===== config.mk =====
export PLATFORM = sky130hd
export DESIGN_NAME = blink_gen_multi
export DESIGN_NICKNAME = d
export VERILOG_FILES = /design/src/rtl/blink_pkg.sv /design/src/rtl/blink_channel.sv /design/src/rtl/blink_gen_multi.sv
export SDC_FILE = /design/constraint.sdc
export NUM_CORES = 1
export LEC_CHECK = 0
export CAP_MARGIN = 10
export CELL_PAD_IN_SITES_DETAIL_PLACEMENT = 1
export CELL_PAD_IN_SITES_GLOBAL_PLACEMENT = 1
export CORE_MARGIN = 10
export CORE_UTILIZATION = 42
export CTS_CLUSTER_DIAMETER = 200
export CTS_CLUSTER_SIZE = 30
export DETAILED_ROUTE_END_ITERATION = 8
export GPL_TIMING_DRIVEN = 0
export PLACE_DENSITY_LB_ADDON = 0.1
export SLEW_MARGIN = 20
export SYNTH_ARGS = -nofsm -noshare
export SYNTH_HDL_FRONTEND = slang
export SYNTH_SLANG_ARGS = --single-unit

===== constraint.sdc =====
create_clock -name CLOCK_60Hz -period 3.45 [get_ports CLOCK_60Hz]
set_input_delay 0.8625 -clock CLOCK_60Hz [delete_from_list [all_inputs] [get_ports CLOCK_60Hz]]
set_output_delay 0.8625 -clock CLOCK_60Hz [all_outputs]
set_load 0.02 [all_outputs]

===== src/rtl/blink_pkg.sv =====
// Shared encodings for the multi-channel blink generator.
// Latency: n/a (constants only).
// Backpressure: n/a.
package blink_pkg;

  // Width of a single channel's mode field in the packed mode bus.
  localparam int MODE_W = 2;

  // Channel operating modes.
  localparam logic [MODE_W-1:0] MODE_OFF   = 2'd0;
  localparam logic [MODE_W-1:0] MODE_FREE  = 2'd1;
  localparam logic [MODE_W-1:0] MODE_BURST = 2'd2;
  localparam logic [MODE_W-1:0] MODE_SOLID = 2'd3;

  // Per-channel FSM state encoding.
  localparam int ST_W = 2;
  localparam logic [ST_W-1:0] ST_IDLE = 2'd0;
  localparam logic [ST_W-1:0] ST_HIGH = 2'd1;
  localparam logic [ST_W-1:0] ST_LOW  = 2'd2;

endpackage


===== src/rtl/blink_channel.sv =====
// One blink channel: phase FSM, half-period counter, burst counter, output regs.
// Latency: outputs registered; a change of enable/mode/start shows one cycle later.
// Backpressure: none; free-running generator with no flow control.
module blink_channel
  import blink_pkg::*;
#(
  parameter int CNT_W   = 8,
  parameter int BURST_W = 4
) (
  input  logic               clk,
  input  logic               rst,
  input  logic               enable,
  input  logic [MODE_W-1:0]  mode,
  input  logic [CNT_W-1:0]   half_period,
  input  logic [BURST_W-1:0] burst_len,
  input  logic               start,
  output logic               blink_out,
  output logic               tick,
  output logic               busy
);

  localparam logic [CNT_W-1:0]   CNT_ONE   = CNT_W'(1);
  localparam logic [BURST_W-1:0] BURST_ONE = BURST_W'(1);

  logic [ST_W-1:0]    state;
  logic [ST_W-1:0]    state_nxt;
  logic [CNT_W-1:0]   cnt;
  logic [CNT_W-1:0]   cnt_nxt;
  logic [BURST_W-1:0] remain;
  logic [BURST_W-1:0] remain_nxt;
  logic [MODE_W-1:0]  mode_q;
  logic               abort;
  logic               terminal;
  logic               phase_end;
  logic               blink_nxt;
  logic               tick_nxt;
  logic               busy_nxt;

  // A disable or any change of mode drops the channel to idle and discards
  // a pending burst; the new mode is obeyed starting the following cycle.
  assign abort = !enable || (mode != mode_q);

  // ">=" so that lowering the half-period mid-phase ends the phase at once
  // instead of letting the counter wrap all the way round.
  assign terminal = (cnt >= half_period);

  // State, counter, burst-remaining and previous-mode registers
  always_ff @(posedge clk or posedge rst) begin
    if (rst) begin
      state  <= ST_IDLE;
      cnt    <= '0;
      remain <= '0;
      mode_q <= MODE_OFF;
    end else begin
      state  <= state_nxt;
      cnt    <= cnt_nxt;
      remain <= remain_nxt;
      mode_q <= mode;
    end
  end

  // Next-state: phase sequencing, counter and burst bookkeeping
  always_comb begin
    state_nxt  = state;
    cnt_nxt    = cnt;
    remain_nxt = remain;
    phase_end  = 1'b0;
    if (abort) begin
      state_nxt  = ST_IDLE;
      cnt_nxt    = '0;
      remain_nxt = '0;
    end else begin
      case (mode)
        MODE_FREE: begin
          case (state)
            ST_IDLE: begin
              state_nxt = ST_HIGH;
              cnt_nxt   = '0;
            end
            ST_HIGH, ST_LOW: begin
              if (terminal) begin
                phase_end = 1'b1;
                cnt_nxt   = '0;
                state_nxt = (state == ST_HIGH) ? ST_LOW : ST_HIGH;
              end else begin
                cnt_nxt = cnt + CNT_ONE;
              end
            end
            default: begin
              state_nxt = ST_IDLE;
              cnt_nxt   = '0;
            end
          endcase
          remain_nxt = '0;
        end
        MODE_BURST: begin
          case (state)
            ST_IDLE: begin
              cnt_nxt = '0;
              // A zero-length burst request is ignored outright.
              if (start && (burst_len != '0)) begin
                state_nxt  = ST_HIGH;
                remain_nxt = burst_len;
              end
            end
            ST_HIGH: begin
              if (terminal) begin
                phase_end = 1'b1;
                cnt_nxt   = '0;
                state_nxt = ST_LOW;
              end else begin
                cnt_nxt = cnt + CNT_ONE;
              end
            end
            ST_LOW: begin
              if (terminal) begin
                phase_end = 1'b1;
                cnt_nxt   = '0;
                // The last low phase closes the burst; otherwise one blink
                // is consumed on the way back up.
                if (remain <= BURST_ONE) begin
                  state_nxt  = ST_IDLE;
                  remain_nxt = '0;
                end else begin
                  state_nxt  = ST_HIGH;
                  remain_nxt = remain - BURST_ONE;
                end
              end else begin
                cnt_nxt = cnt + CNT_ONE;
              end
            end
            default: begin
              state_nxt  = ST_IDLE;
              cnt_nxt    = '0;
              remain_nxt = '0;
            end
          endcase
        end
        default: begin
          // OFF and SOLID both park the FSM with the counter held at zero.
          state_nxt  = ST_IDLE;
          cnt_nxt    = '0;
          remain_nxt = '0;
        end
      endcase
    end
  end

  // Output decode from the next state, so the registered outputs line up
  // with the state they describe
  always_comb begin
    blink_nxt = (state_nxt == ST_HIGH) || (!abort && (mode == MODE_SOLID));
    tick_nxt  = phase_end;
    busy_nxt  = (state_nxt != ST_IDLE) && (mode == MODE_BURST);
  end

  // Output registers
  always_ff @(posedge clk or posedge rst) begin
    if (rst) begin
      blink_out <= 1'b0;
      tick      <= 1'b0;
      busy      <= 1'b0;
    end else begin
      blink_out <= blink_nxt;
      tick      <= tick_nxt;
      busy      <= busy_nxt;
    end
  end

endmodule


===== src/rtl/blink_gen_multi.sv =====
// Multi-channel programmable blink generator for LED/display blink enables.
// Latency: one cycle from inputs to registered outputs on every channel.
// Backpressure: none; channels free-run independently with no flow control.
module blink_gen_multi
  import blink_pkg::*;
#(
  parameter int NUM_CH  = 4,
  parameter int CNT_W   = 8,
  parameter int BURST_W = 4
) (
  input  logic                       CLOCK_60Hz,
  input  logic                       RESET,
  input  logic [NUM_CH-1:0]          enable,
  input  logic [MODE_W*NUM_CH-1:0]   mode,
  input  logic [CNT_W*NUM_CH-1:0]    half_period,
  input  logic [BURST_W*NUM_CH-1:0]  burst_len,
  input  logic [NUM_CH-1:0]          start,
  output logic [NUM_CH-1:0]          blink_out,
  output logic [NUM_CH-1:0]          tick,
  output logic [NUM_CH-1:0]          busy
);

  // One fully independent channel per lane; nothing is shared between them.
  for (genvar i = 0; i < NUM_CH; i++) begin : g_ch
    blink_channel #(
      .CNT_W   (CNT_W),
      .BURST_W (BURST_W)
    ) u_ch (
      .clk         (CLOCK_60Hz),
      .rst         (RESET),
      .enable      (enable[i]),
      .mode        (mode[MODE_W*i +: MODE_W]),
      .half_period (half_period[CNT_W*i +: CNT_W]),
      .burst_len   (burst_len[BURST_W*i +: BURST_W]),
      .start       (start[i]),
      .blink_out   (blink_out[i]),
      .tick        (tick[i]),
      .busy        (busy[i])
    );
  end

endmodule


# Yosys cells after proc, flatten, opt, wreduce, memory -nomap -nowiden
# Index checks and enable logic that the tools add are counted.
dict set report word_totals {
  ff_bits 76
  input_bits 66
  wordCells 232
  output_inout_bits 12
}
dict set report classes {
  n_reduce_logical 52
  n_eq_ne 40
  n_mux 96
  magnitude_cmp 8
  add_sub_neg 8
}
# op n
set ops {}
lappend ops {{two-way mux 8 bit} 16}
lappend ops {{two-way mux 4 bit} 20}
lappend ops {{two-way mux 2 bit} 24}
lappend ops {{one-hot mux 4 bit (3 select lines)} 4}
lappend ops {{adder 8 x 1 -> 8 bit, second input constant} 4}
lappend ops {{greater-or-equal comparator 8 bit} 4}
lappend ops {{!= test 4 x 2 -> 1 bit, second input constant} 8}
lappend ops {{one-hot mux 2 bit (2 select lines)} 8}
lappend ops {{equality test 2 x 1 -> 1 bit, second input constant} 12}
lappend ops {{equality test 2 bit, second input constant} 12}
lappend ops {{one-hot mux 2 bit (3 select lines)} 4}
lappend ops {{two-way mux 1 bit} 20}
lappend ops {{less-or-equal comparator 4 x 1 -> 1 bit, second input constant} 4}
lappend ops {{nonzero test 4 bit} 4}
lappend ops {{OR reduction 2 bit} 8}
lappend ops {{subtractor 4 x 1 -> 4 bit, second input constant} 4}
lappend ops {{logical AND 1 bit} 12}
lappend ops {{!= test 3 x 2 -> 1 bit, second input constant} 4}
lappend ops {{AND reduction 3 bit} 4}
lappend ops {{zero test 1 bit} 8}
lappend ops {{zero test 2 bit} 4}
lappend ops {{logical OR 1 bit} 8}
lappend ops {{!= test 2 bit} 4}
lappend ops {{nonzero test 2 bit} 4}

# Depth between registers and ports, before layout
dict set report depth {
  depth_word 8
  depth_mapped 9
  mapped_depth_nobuf 9
}

# Hierarchy
# Synthesis repeated with hierarchy kept, for this count alone.
dict set report unflattened {
  hier_cells 565
  hier_area_um2 5235.0
}
# mod instances seq_area_each_um2 cells_per_inst area_per_inst_um2
set modules_own_cells {}
lappend modules_own_cells {{blink_channel (g_ch[0].u_ch ...)} 3 475.5 141 1307.5}
lappend modules_own_cells {{blink_channel (g_ch[3].u_ch)} 1 475.5 142 1312.5}

# Worst setup path after synthesis
# OpenSTA, ideal clock, no wires.
dict set report synth_path {
  path_type {input -> register}
  start {in half_period[16]}
  end {reg g_ch[2].u_ch.blink_out}
  slack_ps 667
  setup_time_ps 121
  arrival_time_ps 2662
  n_path_buf 0
  required_ps 3329
  cell_stages 8
  cell_sequence {ha_1 nand2b_4 a2111oi_4 nor3_2 o31ai_4 a22oi_2 o32a_1 a22o_1}
}
dict set report synth_via {
  elab_chain_len 7
  word_cells_on_any_way 10
  classes_between {1 x order compare; 1 x eq/ne; 7 x mux; 1 x reduce/logical}
}
# item line_no
set synth_rtl {}
lappend synth_rtl {{start: declaration} blink_gen_multi.sv:15} ;# input logic [CNT_W*NUM_CH-1:0] half_period,
lappend synth_rtl {{greater-or-equal comparator 8 bit (*)} blink_channel.sv:45} ;# assign terminal = (cnt >= half_period);
lappend synth_rtl {{two-way mux 2 bit, on equally long branches} {blink_channel.sv:116, blink_channel.sv:81, blink_channel.sv:107}}
lappend synth_rtl {{one-hot mux 2 bit (3 select lines) or one-hot mux 2 bit (2 select lines) (tied branches)} {blink_channel.sv:97, blink_channel.sv:75}}
lappend synth_rtl {{one-hot mux 2 bit (2 select lines) (*)} blink_channel.sv:73} ;# case (mode)
lappend synth_rtl {{two-way mux 2 bit (*)} blink_channel.sv:68} ;# if (abort) begin
lappend synth_rtl {{equality test 2 x 1 -> 1 bit (*)} blink_channel.sv:152} ;# blink_nxt = (state_nxt == ST_HIGH) || (!abort && (mode == MODE_SOLID));
lappend synth_rtl {{logical OR 1 bit (*)} blink_channel.sv:152}
lappend synth_rtl {{net g_ch[2].u_ch.blink_nxt} blink_channel.sv:35} ;# logic blink_nxt;
lappend synth_rtl {{end signal: assignment} blink_channel.sv:164} ;# blink_out <= blink_nxt;
lappend synth_rtl {{end: declaration} blink_channel.sv:17} ;# output logic blink_out,
# Mark *: on every way through the listed nets, which the timed path passes. The rest lies on a longest branch.
# A chain may end at the register's enable or synchronous reset.

# Worst setup path after layout
dict set report layout_path {
  start {in half_period[24]}
  end {reg g_ch[3].u_ch.blink_out}
}
dict set report layout_via {
  elab_chain_len 7
  word_cells_on_any_way 10
  classes_between {1 x order compare; 1 x eq/ne; 7 x mux; 1 x reduce/logical}
}
# item line_no
set layout_rtl {}
lappend layout_rtl {{greater-or-equal comparator 8 bit (*)} blink_channel.sv:45}
lappend layout_rtl {{two-way mux 2 bit, on equally long branches} {blink_channel.sv:116, blink_channel.sv:81, blink_channel.sv:107}}
lappend layout_rtl {{one-hot mux 2 bit (3 select lines) or one-hot mux 2 bit (2 select lines) (tied branches)} {blink_channel.sv:97, blink_channel.sv:75}}
lappend layout_rtl {{one-hot mux 2 bit (2 select lines) (*)} blink_channel.sv:73}
lappend layout_rtl {{two-way mux 2 bit (*)} blink_channel.sv:68}
lappend layout_rtl {{equality test 2 x 1 -> 1 bit (*)} blink_channel.sv:152}
lappend layout_rtl {{logical OR 1 bit (*)} blink_channel.sv:152}
lappend layout_rtl {{net g_ch[3].u_ch.blink_nxt} blink_channel.sv:35}
lappend layout_rtl {{end signal: assignment} blink_channel.sv:164}
lappend layout_rtl {{end: declaration} blink_channel.sv:17}
# Marked as above.

==> metrics <==
outcome completed; hpwl dp 10800 µm; Synth Flop Type dfrtp_1; I/O pins 78; clk slew on worst S/H paths 0.06 ns; asr flop ratio synth 100%; Distinct cells, synth 54; vias post-DR 4442; fin crit period 3.10 ns; Longest Clk Path Bufs 2; Final ANT Viol Nets 0; reported net switching power 0.000507 W; PortBufs 77; non-filler instance count after layout 836; f_max 0.323 GHz; total die area 17500 µm²; CP peak stage delay 0.45 ns; final hold viol count 0; Fillers 1490; die width 132 µm; die height 132 µm; Slowest cell on crit path a21oi_1; placer's final routability congestion estimate 0.879; Place WS 0.0131 ns; drt total wl 13600 µm; Setup crit end kind flip-flop; Max Slew Vio Count 0; CP required 3.65 ns; max cap viols 0; Tot Pwr 0.00217 W; DRC violations left 0; register area share after synthesis 35.8%; Mapped Area 5310 µm²; initial antenna violation count 0; Syn-to-layout area delta 25.0%; power per cell area 327 nW/µm²; Yosys warning count 0; CTS tree yes; postcts setup bufs 0; register bit total from synthesis 76; WP buf/inv 1; cts repair resizes 0; share of total power in sequential cells 41.7%; Final WS setup 0.350 ns; number of setup violations in the final report 0; internal power 0.00167 W; TritonCTS sink count 76; first-pass GRT wire length 23400 µm; RSZ-0062 raised after global routing false; DRT iter0 DRCs 186; Num CTS Buffers 9; DP Cell Count 820; Worst-Margin Slew 0.802 ns; Synth Net Count 708; Hold Buf Count CTS 0; Global Route Usage Sum 15.8%; WP data arrival 3.30 ns; Leakage Power 3.14 nW; CP startpoint kind input pin; Avg Inst Size Synth 9.32 µm²; Starting Density 42.4%; Worst Path Max Fanout 5; Post-synth EDFFs 0; worst skew pair latency 0.34 ns; NumNets Final 797; core area 12500 µm²; drt first pass iters 4; Tcrit/Tclk final 89.9%; Largest delay share family, worst path compound AO/OA/AOI/OAI gates; Clock Skews 0.00705 ns; Crit Path Class in2reg; Clk pwr share 46.3%; Clock Tree Root clkbuf_16; peak supply drop 0.177 mV; Sw Ratio 23.3%; Syn Inst Count 570; crit path cell chain clkdlybuf4s50_1 -> ha_1 -> nand2b_1 -> a211oi_1 -> o21bai_1 -> a21oi_1 -> mux2_2 -> a31oi_1 -> o21ai_0; Via density 5.31; worst min path class reg2reg; CTS H-tree lvls 3; grt total ovfl 0; combinational power share 12.0%; drt wl/cell 16.3 µm; Rows 41; Rel. slew slack 46.1%; vias in the first global route 4876; maximum number of pins on one net before global-route repair 41; ant diodes 0; layout cells sized above 1 7.38%
## sequential cells by signal, summed over array words and instances, names as in the netlist
name                 cells
g_ch.u_ch.busy           4
g_ch.u_ch.state          8
g_ch.u_ch.tick           4
g_ch.u_ch.mode_q         8
g_ch.u_ch.blink_out      4
g_ch.u_ch.cnt           32
g_ch.u_ch.remain        16
## worst paths after layout
| path | end | depth (start not counted) | slack, ns | from |
|---|---|---|---|---|
| worst max-delay path | g_ch[3].u_ch.blink_out$_DFF_PP0_ | 9 | 0.35 | half_period[24] |
| worst min-delay path | g_ch[2].u_ch.cnt[0]$_DFF_PP0_ | 1 | 0.53 | g_ch[2].u_ch.cnt[0]$_DFF_PP0_ |
| worst max register to register | g_ch[3].u_ch.blink_out$_DFF_PP0_ | 9 | 0.80 | g_ch[3].u_ch.cnt[0]$_DFF_PP0_ |
| worst min register to register | g_ch[2].u_ch.cnt[0]$_DFF_PP0_ | 1 | 0.53 | g_ch[2].u_ch.cnt[0]$_DFF_PP0_ |
| max in group asynchronous | g_ch[2].u_ch.blink_out$_DFF_PP0_ | 3 | 1.92 | RESET |
| min in group asynchronous | g_ch[1].u_ch.busy$_DFF_PP0_ | 2 | 0.93 | RESET |
## cell families after synthesis
kind of cell | after synthesis | share of synthesized area (%)
XOR/XNOR | 34 | 5.61
flip-flops | 76 | 35.8
adder cells (fa/ha/maj) | 72 | 17.0
AND/OR/NAND/NOR | 183 | 16.8
multiplexers | 3 | 0.589
AO/OA/AOI/OAI | 121 | 17.6
buffers and inverters | 81 | 6.57
## final cells by class
type                       count  area [µm²]  area share [%]
timing repair buffer          78         791            11.9
clock buffer                   9         225            3.39
buffer                        12        90.1            1.36
tap                          172         215            3.24
inverter                      69         262            3.94
multi-input combinational    413        3060            46.1
sequential                    76        1900            28.7
clock inverter                 7        91.3            1.38
## metal layers
metal  up-vias  routed length [µm]  track usage (%)
li1       2168                   -                -
met1      2199                6160             18.9
met2        59                6870             27.7
met3        16                 390             2.95
met4         0                 182             5.38
met5         -                   0                0
## power by group through the flow
stage               Sequential [W]  Clock, W  Combinational, W
floorplan                 0.000922         0          0.000132
global placement          0.000923         0          0.000248
detailed placement        0.000923         0          0.000261
CTS                       0.000907   0.00104          0.000264
global route              0.000907   0.00109          0.000289
finish                    0.000907   0.00101          0.000260
## layout by cell type, fill, tap and decap left out, types with 5 or more instances in the layout
cell              n
and3_1           14
nor3_1            7
nor2b_1           9
and2_1            7
ha_1             72
a211oi_1          8
nand2b_1          5
inv_1            68
xnor2_1          15
xor2_1           19
nand2_1          36
nor2_1           58
clkbuf_16         9
o21ai_0          17
nor3b_1           6
a21oi_1          29
buf_4            12
clkdlybuf4s50_1  77
o211ai_1          7
nand3_1          28
a22o_1            7
dfrtp_1          76
## cell usage after synthesis (all sizes together) (4+ instances only)
| library cell | n | area, µm² |
|---|---|---|
| dfrtp | 76 | 1900 |
| ha | 72 | 901 |
| inv | 69 | 259 |
| nor2 | 58 | 218 |
| nand2 | 36 | 135 |
| a21oi | 29 | 145 |
| nand3 | 28 | 140 |
| xor2 | 19 | 166 |
| o21ai | 17 | 85.1 |
| xnor2 | 15 | 131 |
| and3 | 14 | 87.6 |
| buf | 12 | 90.1 |
| nor2b | 9 | 56.3 |
| a211oi | 8 | 60.1 |
| nor3 | 8 | 45.0 |
| a22o | 7 | 61.3 |
| and2 | 7 | 43.8 |
| o211ai | 7 | 52.6 |
| nand2b | 6 | 45.0 |
| nor3b | 6 | 45.0 |
| a2111oi | 5 | 87.6 |
| o31ai | 5 | 51.3 |
| a31oi | 4 | 31.3 |
| a32o | 4 | 40.0 |
| nand3b | 4 | 30.0 |
| o41ai | 4 | 35.0 |
## per-stage QoR
stage / hold slack [ns] / instance area (µm²) / utilization [%] / setup TNS, ns
6_report: 0.529 / 6640 / 53.0 / 0
3_5_place_dp: 0.518 / 6320 / 50.5 / 0
2_1_floorplan: 0.467 / 5310 / - / 0
3_3_place_gp: 0.517 / 6300 / 50.3 / -55.66
5_1_grt: 0.542 / 6640 / 53.0 / 0
4_1_cts: 0.527 / 6640 / 53.0 / 0
Note: power is estimated with default switching activity, not from simulation.
